<file path="config.mk">
export PLATFORM = sky130hd
export DESIGN_NAME = dac_waveform_player
export DESIGN_NICKNAME = d
export VERILOG_FILES = /design/src/rtl/dac_waveform_player.sv
export SDC_FILE = /design/constraint.sdc
export NUM_CORES = 1
export LEC_CHECK = 0
export ABC_CLOCK_PERIOD_IN_PS = 2550
export CAP_MARGIN = 20
export CORE_ASPECT_RATIO = 0.6
export CORE_UTILIZATION = 48
export DETAILED_ROUTE_END_ITERATION = 6
export GPL_TIMING_DRIVEN = 0
export PLACE_DENSITY = 0.76
export SLEW_MARGIN = 20
export SYNTH_ARGS = -nofsm -noshare
export SYNTH_HDL_FRONTEND = slang
export SYNTH_SLANG_ARGS = --single-unit
export TNS_END_PERCENT = 20
</file>
<file path="constraint.sdc">
create_clock -name ipDspClk -period 2.55 [get_ports ipDspClk]
set_input_delay 0.3825 -clock ipDspClk [delete_from_list [all_inputs] [get_ports ipDspClk]]
set_output_delay 0.3825 -clock ipDspClk [all_outputs]
set_load 0.02 [all_outputs]
</file>
<file path="src/rtl/dac_waveform_player.sv">
// rtl/dac_waveform_player.sv - triggered waveform RAM playback into a serial offset-binary DAC
module dac_waveform_player #(
    parameter int DATA_W        = 14,
    parameter int ADDR_W        = 12,
    parameter int CLK_DIV       = 2,
    parameter int SAMPLE_PERIOD = 80
) (
    input  logic              ipDspClk,
    input  logic              Reset,
    input  logic              ipEnable,
    input  logic [ADDR_W-1:0] ipLength,
    input  logic              ipTrigger,
    output logic [ADDR_W-1:0] opAddress,
    input  logic [DATA_W-1:0] ipReadData,
    output logic              opSClk,
    output logic              opnCS,
    output logic              opData,
    output logic              opBusy,
    output logic              opDone,
    output logic [7:0]        opMissedCount
);
    localparam int WORD_W = 16;
    localparam int DIV_W  = $clog2(CLK_DIV + 1);
    localparam int TMR_W  = $clog2(SAMPLE_PERIOD + 1);

    if (CLK_DIV < 1) begin : gDivCheck
        $error("CLK_DIV must be at least 1");
    end
    if (SAMPLE_PERIOD < 32 * CLK_DIV + 4) begin : gPeriodCheck
        $error("SAMPLE_PERIOD too short for a full DAC frame");
    end
    if (DATA_W >= WORD_W) begin : gWidthCheck
        $error("DATA_W must be narrower than the 16-bit DAC word");
    end

    typedef enum logic [2:0] {sIdle, sFetch, sLatch, sShift, sWait} tState;

    tState              state;
    tState              stateNext;
    logic [ADDR_W-1:0]  length;
    logic [WORD_W-1:0]  shiftReg;
    logic [WORD_W-1:0]  sampleWord;
    logic [DIV_W-1:0]   halfCnt;
    logic [4:0]         halfIdx;
    logic [TMR_W-1:0]   timer;
    logic               accept;
    logic               halfEnd;
    logic               frameEnd;
    logic               burstEnd;
    logic               periodEnd;

    // Two's complement to offset binary: flip the sign bit, left-justify in 16 bits
    assign sampleWord = {~ipReadData[DATA_W-1], ipReadData[DATA_W-2:0], {(WORD_W-DATA_W){1'b0}}};
    assign accept     = ipTrigger && ipEnable && (ipLength != '0) && !opBusy;
    assign halfEnd    = (halfCnt == DIV_W'(CLK_DIV - 1));
    assign frameEnd   = halfEnd && (halfIdx == 5'd31);
    assign burstEnd   = (opAddress == length - ADDR_W'(1)) || !ipEnable;
    assign periodEnd  = (timer == TMR_W'(SAMPLE_PERIOD - 1));

    always_ff @(posedge ipDspClk) begin
        if (Reset) begin
            state <= sIdle;
        end else begin
            state <= stateNext;
        end
    end

    always_comb begin
        stateNext = state;
        case (state)
            sIdle:   if (accept) stateNext = sFetch;
            sFetch:  stateNext = sLatch;
            sLatch:  stateNext = sShift;
            sShift:  if (frameEnd) stateNext = sWait;
            sWait: begin
                if (burstEnd) begin
                    stateNext = sIdle;
                end else if (periodEnd) begin
                    stateNext = sFetch;
                end
            end
            default: stateNext = sIdle;
        endcase
    end

    always_ff @(posedge ipDspClk) begin
        if (Reset) begin
            opAddress     <= '0;
            length        <= '0;
            shiftReg      <= '0;
            halfCnt       <= '0;
            halfIdx       <= '0;
            timer         <= '0;
            opSClk        <= 1'b1;
            opnCS         <= 1'b1;
            opData        <= 1'b0;
            opBusy        <= 1'b0;
            opDone        <= 1'b0;
            opMissedCount <= '0;
        end else begin
            opDone <= 1'b0;
            if (ipTrigger && opBusy && (opMissedCount != 8'hFF)) begin
                opMissedCount <= opMissedCount + 8'd1;
            end
            // Frame-start timer: zero during Fetch, free-running until the next Fetch
            timer <= (stateNext == sFetch) ? '0 : timer + TMR_W'(1);
            case (state)
                sIdle: begin
                    if (opDone) begin
                        opBusy <= 1'b0;
                    end
                    if (accept) begin
                        length    <= ipLength;
                        opAddress <= '0;
                        opBusy    <= 1'b1;
                    end
                end
                sLatch: begin
                    shiftReg <= sampleWord;
                    opnCS    <= 1'b0;
                    opSClk   <= 1'b1;
                    opData   <= sampleWord[WORD_W-1];
                    halfCnt  <= '0;
                    halfIdx  <= '0;
                end
                sShift: begin
                    if (!halfEnd) begin
                        halfCnt <= halfCnt + DIV_W'(1);
                    end else begin
                        halfCnt <= '0;
                        halfIdx <= halfIdx + 5'd1;
                        if (halfIdx == 5'd31) begin
                            opSClk <= 1'b1;
                            opnCS  <= 1'b1;
                            opData <= 1'b0;
                        end else if (!halfIdx[0]) begin
                            opSClk <= 1'b0;
                        end else begin
                            // Data moves only on SClk rising so it is stable at the DAC's falling-edge sample
                            opSClk   <= 1'b1;
                            opData   <= shiftReg[WORD_W-2];
                            shiftReg <= {shiftReg[WORD_W-2:0], 1'b0};
                        end
                    end
                end
                sWait: begin
                    if (burstEnd) begin
                        opDone <= 1'b1;
                    end else if (periodEnd) begin
                        opAddress <= opAddress + ADDR_W'(1);
                    end
                end
                default: ;
            endcase
        end
    end
endmodule

</file>
==> reports/qor.csv <==
metric,value,unit
global-route wire length before repair,14400,µm
final wirelength,8960,µm
Root Driver,clkbuf_16,
RR Startpoint,length[2],
fin. max-slew vios,0,
FF/Latch Area,1350,µm²
ys flop type,dfxtp_1,
Slew headroom,0.578,
placed insts,550,
R2R Path End,opAddress[7],
Initial Util,0.498,
type of destination of the critical path,flop,
async set-or-reset flop fraction in the synthesized netlist,0,
Worst VDD drop,0.433,mV
fin cells,577,
Clock Power Share,0.460,
"commonest non-fill, non-tap cell in the layout",dfxtp_1,
sequential share of the synthesized area,0.404,
GRT Resource Usage Total,0.259,
Skew-Pair Late Insertion Delay,0.33,ns
I/O pins,55,
Slowest cell on crit path,or4_4,
Syn Inst Count,409,
worst min-delay path category,reg -> reg,
Hold Crit Depth,1,
DP Area,3970,µm²
status,finished with violations,
Worst EP required,2.81,ns
Sink Count,67,
Area contributors post-synth,"dfxtp_1 40%, nor2_1 6.4%, nand2_1 6.2%, a21oi_1 4.2%, xnor2_1 3.4%",
Port Buf Inserts,54,
RePlAce Congestion,0.803,
setup ws final,-0.0836,ns
ANT nets after route,0,
Synth cell types,55,
CP most frequent cell,or4_4,
fin crit share,1.03,
Hold Buf Count CTS,0,
Die ar.,7270,µm²
type of the worst setup path,reg -> reg,
1st-iter DRT viols,232,
filler cell count,556,
syn nets,445,
Post-synth EDFFs,0,
DR vias/cell,5.74,
Max Clock Freq,380,MHz
P&R area growth vs syn,38.0,%
Setup TNS,-0.508,ns
ant diodes,0,
"Design Area, Final",4580,µm²
CTS tree,done,
clock-pin slew on the worst setup and hold paths,0.06,ns
RSZ-0062 raised after global routing,yes,
failing checks,negative setup slack,
"Setup violations, final",11,
R2R depth,8,
MaxCap Viol Count,0,
synthesis warning total,0,
final net count,521,
crit path DAT,2.90,ns
dominant cell type by area after synthesis,dfxtp_1,
LEAKAGE,1.68,nW
cell internal pwr,2.15,mW
row count,23,
post-synthesis register bit count,67,
Tmin final,2.63,ns
synthesized area,3320,µm²
Power Density,632,nW/µm²
end of the worst hold path,timer[0],
initial antenna violation count,0,
via count of the first global-routing pass,2969,
Die Wd,109,µm
combinational power share,0.151,
Congestion Overflow GR,0,
largest net degree at the start of global routing,13,
Residual DRC,0,
Core Footprint,6680,µm²
routed len/inst,15.5,µm
CP max stage delay,0.60,ns
P_sw,0.743,mW
Net Sw Frac,0.257,
total power,2.90,mW
clk buf depth,2,
critical-path cell list,or4_4 > o21ai_0 > a21oi_4 > o221ai_2 > o31ai_4 > buf_4 > or4_4 > a21oi_2,
DR vias,3311,
sequential share of power,0.389,
depth of the CTS H-tree,3,
Critical Path Start Type,flop,
die height,66.4,µm
top cell type's share of synthesized area,0.404,
worst-margin pin slew,0.634,ns
synthesized area per cell,8.12,µm²
clock buffer count from CTS,9,
Multi-input gate area,2020,µm²
CP max FO,7,
layout cell share with drive strength beyond 1,0.135,
Pre-antenna DRT Iters,7,
skew final,0.00392,ns
most frequent cells in the layout,"63 x dfxtp_1, 56 x nor2_1, 55 x nand2_1",
DPL Wire Length,6060,µm
Hold Crit Start,timer[0],
"Hold Vio Cnt, Final",0,
r2r setup slk,-0.08,ns
[metal layers]
| layer | up-vias | track usage | part of all wire | wire length [µm] |
|---|---|---|---|---|
| met3 | 16 | 0.0640 | 0.071 | 635 |
| li1 | 1608 | - | - | - |
| met4 | 0 | 0.0633 | 0.011 | 98 |
| met5 | - | 0 | 0 | 0 |
| met1 | 1552 | 0.387 | 0.50 | 4510 |
| met2 | 135 | 0.366 | 0.41 | 3720 |
[cells by family (layout without fill, tap and decap cells)]
| family | count (synthesis) | count (layout) | share of synthesized area |
|---|---|---|---|
| XOR/XNOR | 25 | 25 | 0.0659 |
| flip-flops | 67 | 67 | 0.404 |
| AND/OR/NAND/NOR | 190 | 190 | 0.273 |
| buffers and inverters | 29 | 110 | 0.0392 |
| multiplexers | 10 | 10 | 0.0301 |
| adder cells (fa/ha/maj) | 6 | 6 | 0.0226 |
| AO/OA/AOI/OAI | 82 | 82 | 0.166 |
[timing repair]
item / in CTS / in global routing
endpoints found under the setup margin: 23 / 32
gates cloned: 2 / 0
setup buffers: 9 / 2
gates resized for setup: 26 / 19
pin swaps: 13 / 13
[sequential cells by signal (all words and copies together) (netlist names), 2 cells and up]
register       count
halfCnt            2
halfIdx            5
length            12
opAddress         12
opMissedCount      8
shiftReg          13
state              3
timer              7
[worst max-delay path: cells and delay by family, from the launching register on]
kind	cells	cell delay [ns]
AO/OA/AOI/OAI	5	0.93
buffers and inverters	1	0.16
flip-flops	1	0.35
AND/OR/NAND/NOR	2	1.11
[power groups by stage]
stage          clock network [mW]  registers [mW]  logic, mW
6_report                     1.33            1.13      0.436
3_5_place_dp                    0            1.15      0.355
2_1_floorplan                   0            1.15      0.229
5_1_grt                      1.39            1.13      0.473
3_3_place_gp                    0            1.15      0.347
4_1_cts                      1.34            1.12      0.403
[final cells by class]
cell class,count,share of cell area
Clock inverter,6,0.0197
Buffer,17,0.0186
Multi-Input combinational cell,313,0.442
Sequential cell,67,0.295
Tap cell,87,0.0237
Inverter,10,0.00819
Timing Repair Buffer,67,0.143
Clock buffer,10,0.0499
[stage by stage]
stage                     worst slack [ns]  hold slack (ns)  utilization
after global placement              -0.462            0.430        0.595
after detailed placement            -0.537            0.447        0.595
after floorplan                     0.0220            0.413            -
after global routing                -0.198            0.476        0.687
final                              -0.0836            0.456        0.687
after CTS                          -0.0719            0.454        0.671
[worst max-delay path by stage]
stage / end / startpoint / depth (start not counted)
after floorplan: opAddress[0] / length[2] / 10
after global placement: opAddress[0] / length[0] / 12
after detailed placement: opAddress[0] / length[0] / 12
after CTS: opAddress[0] / length[3] / 10
after global routing: opAddress[0] / length[6] / 10
final: opAddress[7] / length[2] / 8
[Yosys cell counts (all sizes together) (2+ instances only)]
cell type,instances
inv,10
nand3b,2
xor2,12
clkbuf,14
nor3,11
ha,6
a21boi,2
a32oi,2
a21oi,28
dfxtp,67
o21bai,2
nand4,3
buf,5
mux2i,10
or2,2
nor4,7
o31ai,6
o211ai,2
and2,2
o21ai,14
nor2,57
and3,6
a31oi,3
xnor2,13
nor2b,4
or3,12
nand2b,6
or4,5
nand2,56
nand3,12
a311oi,12
Power figures use the tool's default switching activity.
==> edit 1, RTL diff (same flow settings) <==
Reset style: asynchronous (`Reset`), changed in 2 clocked blocks.
--- a/src/rtl/dac_waveform_player.sv
+++ b/src/rtl/dac_waveform_player.sv
@@ -57,7 +57,7 @@
     assign burstEnd   = (opAddress == length - ADDR_W'(1)) || !ipEnable;
     assign periodEnd  = (timer == TMR_W'(SAMPLE_PERIOD - 1));
 
-    always_ff @(posedge ipDspClk) begin
+    always_ff @(posedge ipDspClk or posedge Reset) begin
         if (Reset) begin
             state <= sIdle;
         end else begin
@@ -83,7 +83,7 @@
         endcase
     end
 
-    always_ff @(posedge ipDspClk) begin
+    always_ff @(posedge ipDspClk or posedge Reset) begin
         if (Reset) begin
             opAddress     <= '0;
             length        <= '0;
Behaviour: differs if Reset is asserted again (counterexample within 4 cycles, from zero or initial values and one cycle with Reset high); with Reset held inactive, the same outputs for 10 cycles.
==> edit 1 against the unedited design <==
The flow still finishes with violations (setup timing); sequential share of layout area grew 6.1 points; sequential cell count is the same; critical path type unchanged; routed wire length grew 0.88%; cell count shrank 7.1%; worst setup slack gained 0.047 ns; area after synthesis grew 6.5%; critical endpoint is now state[0]; synthesized cell count shrank 9.0%; design area grew 3.1%; hold slack lost 0.16 ns.
Power is not compared: it rests on default switching activity, and its combinational part moved more than twofold at a synthesized area within 25%.
==> edit 1: results (changes against the unedited design) <==
** Min path
- HP Class :: input port to async pin (was register to register)

** GRT
- Met3 GRT Util :: 6.03% (was 6.40%)
- The total global routing track utilization was 25.6% (was 25.9%).
- GR met2 Demand/Resource :: 39.4% (was 36.6%)
- Maximum number of pins on one net before global-route repair :: 60 (was 13)
- The first-pass GRT wire length was 14,600 um (was 14,400 um).
- The global routing met1 resource utilization is 35.1% (was 38.7%).

** Place
- The routability congestion estimate came to 0.888 (was 0.803).
- The instance area after placement came to 4240 sq um (was 3970 sq um).
- Number of placed instances with taps included :: 514 (was 550)
- Worst slack at placement :: -0.324 ns (was -0.537 ns)

** Cells and area
- The share of post-route cells with drive strength above 1 is 13.4% (was 13.5%).
- The net total in the final layout is 480 (was 521).

** STA
- The setup slack of the critical path after layout is -0.0368 ns (was -0.0836 ns).
- Final-report setup violation count :: 1 (was 11)
- Slew HR :: 59.6% (was 57.8%)
- Worst hold slack after final layout :: 0.295 ns (was 0.456 ns)

** Worst setup path
- Startpoint of the most critical setup path :: length[1] (was length[2])
- The depth of the worst register-to-register path is 10 (was 8).
- The terminus of the critical flop-to-flop path is state[0] (was opAddress[7]).
- Max incr delay on CP :: 0.54 ns (was 0.60 ns)

** Run status
- Violated checks :: setup timing (unchanged)
- Outcome :: finished, violations left (unchanged)

** Yosys
- Compound-Gate Fraction of Synth Area :: 12.1% (was 16.6%)
- Top area cells in the synthesized netlist :: sky130_fd_sc_hd__dfrtp_1 (46%), sky130_fd_sc_hd__nand2_1 (6.2%), sky130_fd_sc_hd__xnor2_1 (4.5%), sky130_fd_sc_hd__a21oi_1 (3.5%), sky130_fd_sc_hd__mux2i_1 (3.4%) (was sky130_fd_sc_hd__dfxtp_1 (40%), sky130_fd_sc_hd__nor2_1 (6.4%), sky130_fd_sc_hd__nand2_1 (6.2%), sky130_fd_sc_hd__a21oi_1 (4.2%), sky130_fd_sc_hd__xnor2_1 (3.4%))

** Clocking
- The quantity of gates resized following cts came to 16 (was 26).

** Drt
- First-pass iteration count of the detailed router :: 4 (was 7)
- Vias/cell :: 5.77 (was 5.74)
edit 1: changes by cell type in the layout (fill, tap and decap cells not counted), sizes merged, moves of 8 or more:
| cell | unedited run | this run |
|---|---|---|
| dfxtp | 67 | 0 |
| a311oi | 12 | 1 |
| nor2 | 57 | 24 |
| or3 | 12 | 3 |
| nand4 | 3 | 11 |
| and2 | 2 | 10 |
| dfrtp | 0 | 65 |
edit 1: power by group through the flow:
stage / Clock, uW / Combinational (uW) / Sequential (uW)
detailed placement: 0 / 1570 / 1690
CTS: 1240 / 1720 / 1700
global route: 1280 / 1980 / 1780
global placement: 0 / 1510 / 1670
floorplan: 0 / 1040 / 1710
finish: 1220 / 1810 / 1740
edit 1: final cells by class:
cell class / instances / area, sq um
Buffer: 14 / 81.3
Tap cell: 87 / 109
Sequential cell: 67 / 1680
Clock buffer: 14 / 254
Timing Repair Buffer: 64 / 633
Inverter: 9 / 36.3
Multi-Input combinational cell: 279 / 1900
Fill cell: 551 / 2180
Clock inverter: 2 / 35.0
==> edit 2, RTL diff (same settings) <==
Without the edit above. Set the parameter `CLK_DIV` to 1 (it was 2).
--- a/src/rtl/dac_waveform_player.sv
+++ b/src/rtl/dac_waveform_player.sv
@@ -2,7 +2,7 @@
 module dac_waveform_player #(
     parameter int DATA_W        = 14,
     parameter int ADDR_W        = 12,
-    parameter int CLK_DIV       = 2,
+    parameter int CLK_DIV       = 1,
     parameter int SAMPLE_PERIOD = 80
 ) (
     input  logic              ipDspClk,
Function: changed (a bounded check fails within 10 cycles, from zero or initial values and one cycle with Reset high).
==> edit 2 against the unedited design <==
The run still ends with setup timing left; first-iteration DRC count shrank 6.9%; total power grew 1.4%; area after synthesis shrank 0.87%; combinational power shrank 8.0%; routed wire length grew 5.4%; sequential cell count shrank 2; design area shrank 1.9%; worst setup slack gained 0.031 ns; highest routed layer unchanged.
==> edit 2: results (changes against the unedited design) <==
** Run status
- Outcome :: finished, violations left (unchanged)
- Violated checks: setup timing (unchanged).

** Place
- The worst setup timing slack at the placement stage is -0.580 ns (was -0.537 ns).
- The sum of net half-perimeters after detailed placement is 6370 um (was 6060 um).
- Placement-stage cell area :: 3940 sq um (was 3970 sq um)
- The number of placed instances with taps included is 547 (was 550).
- The routability congestion estimate is 0.876 (was 0.803).

** Yosys
- The synthesized-area fraction occupied by xor and xnor cells is 7.86% (was 6.59%).
- Multiplexer fraction of the synthesized cell area :: 1.52% (was 3.01%)
- Count of different cell masters after synthesis :: 59 (was 55)
- Top area cells in the synthesized netlist :: sky130_fd_sc_hd__dfxtp_1 (40%), sky130_fd_sc_hd__nand2_1 (8.5%), sky130_fd_sc_hd__nor2_1 (5.9%), sky130_fd_sc_hd__a21oi_1 (4.9%), sky130_fd_sc_hd__xnor2_1 (4.5%) (was sky130_fd_sc_hd__dfxtp_1 (40%), sky130_fd_sc_hd__nor2_1 (6.4%), sky130_fd_sc_hd__nand2_1 (6.2%), sky130_fd_sc_hd__a21oi_1 (4.2%), sky130_fd_sc_hd__xnor2_1 (3.4%))
- The area share of fa/ha/maj cells after synthesis is 2.28% (was 2.26%).

** GRT
- The largest net degree at the start of global routing is 12 (was 13).
- All-layer global routing usage :: 28.0% (was 25.9%)
- The via count of the first global-routing pass was 3,016 (was 2,969).
- GR met2 Demand/Resource :: 37.3% (was 36.6%)
- The met3 capacity usage during global routing was 12.9% (was 6.40%).
- Global-route track usage on met1 :: 39.1% (was 38.7%)

** Power and ir drop
- Static power due to leakage :: 0.00166 uW (was 0.00168 uW)
- Largest voltage drop on the vdd net :: 0.000537 V (was 0.000433 V)
- The fraction of power spent switching nets came to 24.4% (was 25.7%).

** Cells and area
- Fraction of final layout cells sized beyond drive strength 1 :: 14.5% (was 13.5%)
- The non-clock inverter total of the final layout is 11 (was 10).
- Fraction of area in registers :: 29.2% (was 29.5%)
- The fraction of area in multi-input gates came to 44.0% (was 44.2%).
- The net total in the final layout was 520 (was 521).
- The count of multi-input combinational gates came to 315 (was 313).
- Number of buffers outside the clock class in the layout :: 82 (was 84)
- Share of the core filled with cells :: 70.8% (was 68.7%)
- Non-clock buffers, area share :: 15.8% (was 16.2%)

** STA
- Slew HR :: 61.9% (was 57.8%)
- The final-layout setup total negative slack came to -0.0984 ns (was -0.508 ns).
- Final-report setup violation count :: 2 (was 11)
- The setup slack of the critical path after layout came to -0.0526 ns (was -0.0836 ns).

** Clocking
- The number of post-CTS setup repair buffers is 7 (was 9).
- The quantity of gates resized following cts came to 20 (was 26).

** Floorplan
- Chip Width :: 109 um (about the same)

** Drt
- The detailed route wirelength on metal2 is 3910 um (was 3720 um).
- The wire length per cell after detailed routing is 16.5 um (was 15.5 um).
- The via total after detailed routing came to 3,268 (was 3,311).

** Worst setup path
- Worst r2r path cells :: 11 (was 8)
- Destination of the critical timing path :: opAddress[8] (was opAddress[7])
- Startpoint of the most critical setup path :: length[1] (was length[2])
- The maximum fanout along the worst path was 5 (was 7).
edit 2: cell types whose count changed after synthesis, moves of 5 or more:
cell                      before  now
sky130_fd_sc_hd__nand2_1      55   75
sky130_fd_sc_hd__nor2_1       57   52
sky130_fd_sc_hd__or4_1         5    0
sky130_fd_sc_hd__nand3_1      12   17
sky130_fd_sc_hd__mux2i_1      10    5
sky130_fd_sc_hd__or3_1        12    6
edit 2: worst max-delay path: stages (launching register included):
cell and delay, ns:
sky130_fd_sc_hd__dfxtp_4 0.38, sky130_fd_sc_hd__inv_2 0.05, sky130_fd_sc_hd__ha_4 0.16, sky130_fd_sc_hd__buf_4 0.14, sky130_fd_sc_hd__xnor3_1 0.18, sky130_fd_sc_hd__nand3_1 0.11
sky130_fd_sc_hd__a21oi_1 0.11, sky130_fd_sc_hd__nor3_4 0.31, sky130_fd_sc_hd__o31ai_4 0.12, sky130_fd_sc_hd__a2111o_1 0.48, sky130_fd_sc_hd__or3_1 0.38, sky130_fd_sc_hd__a21oi_1 0.11
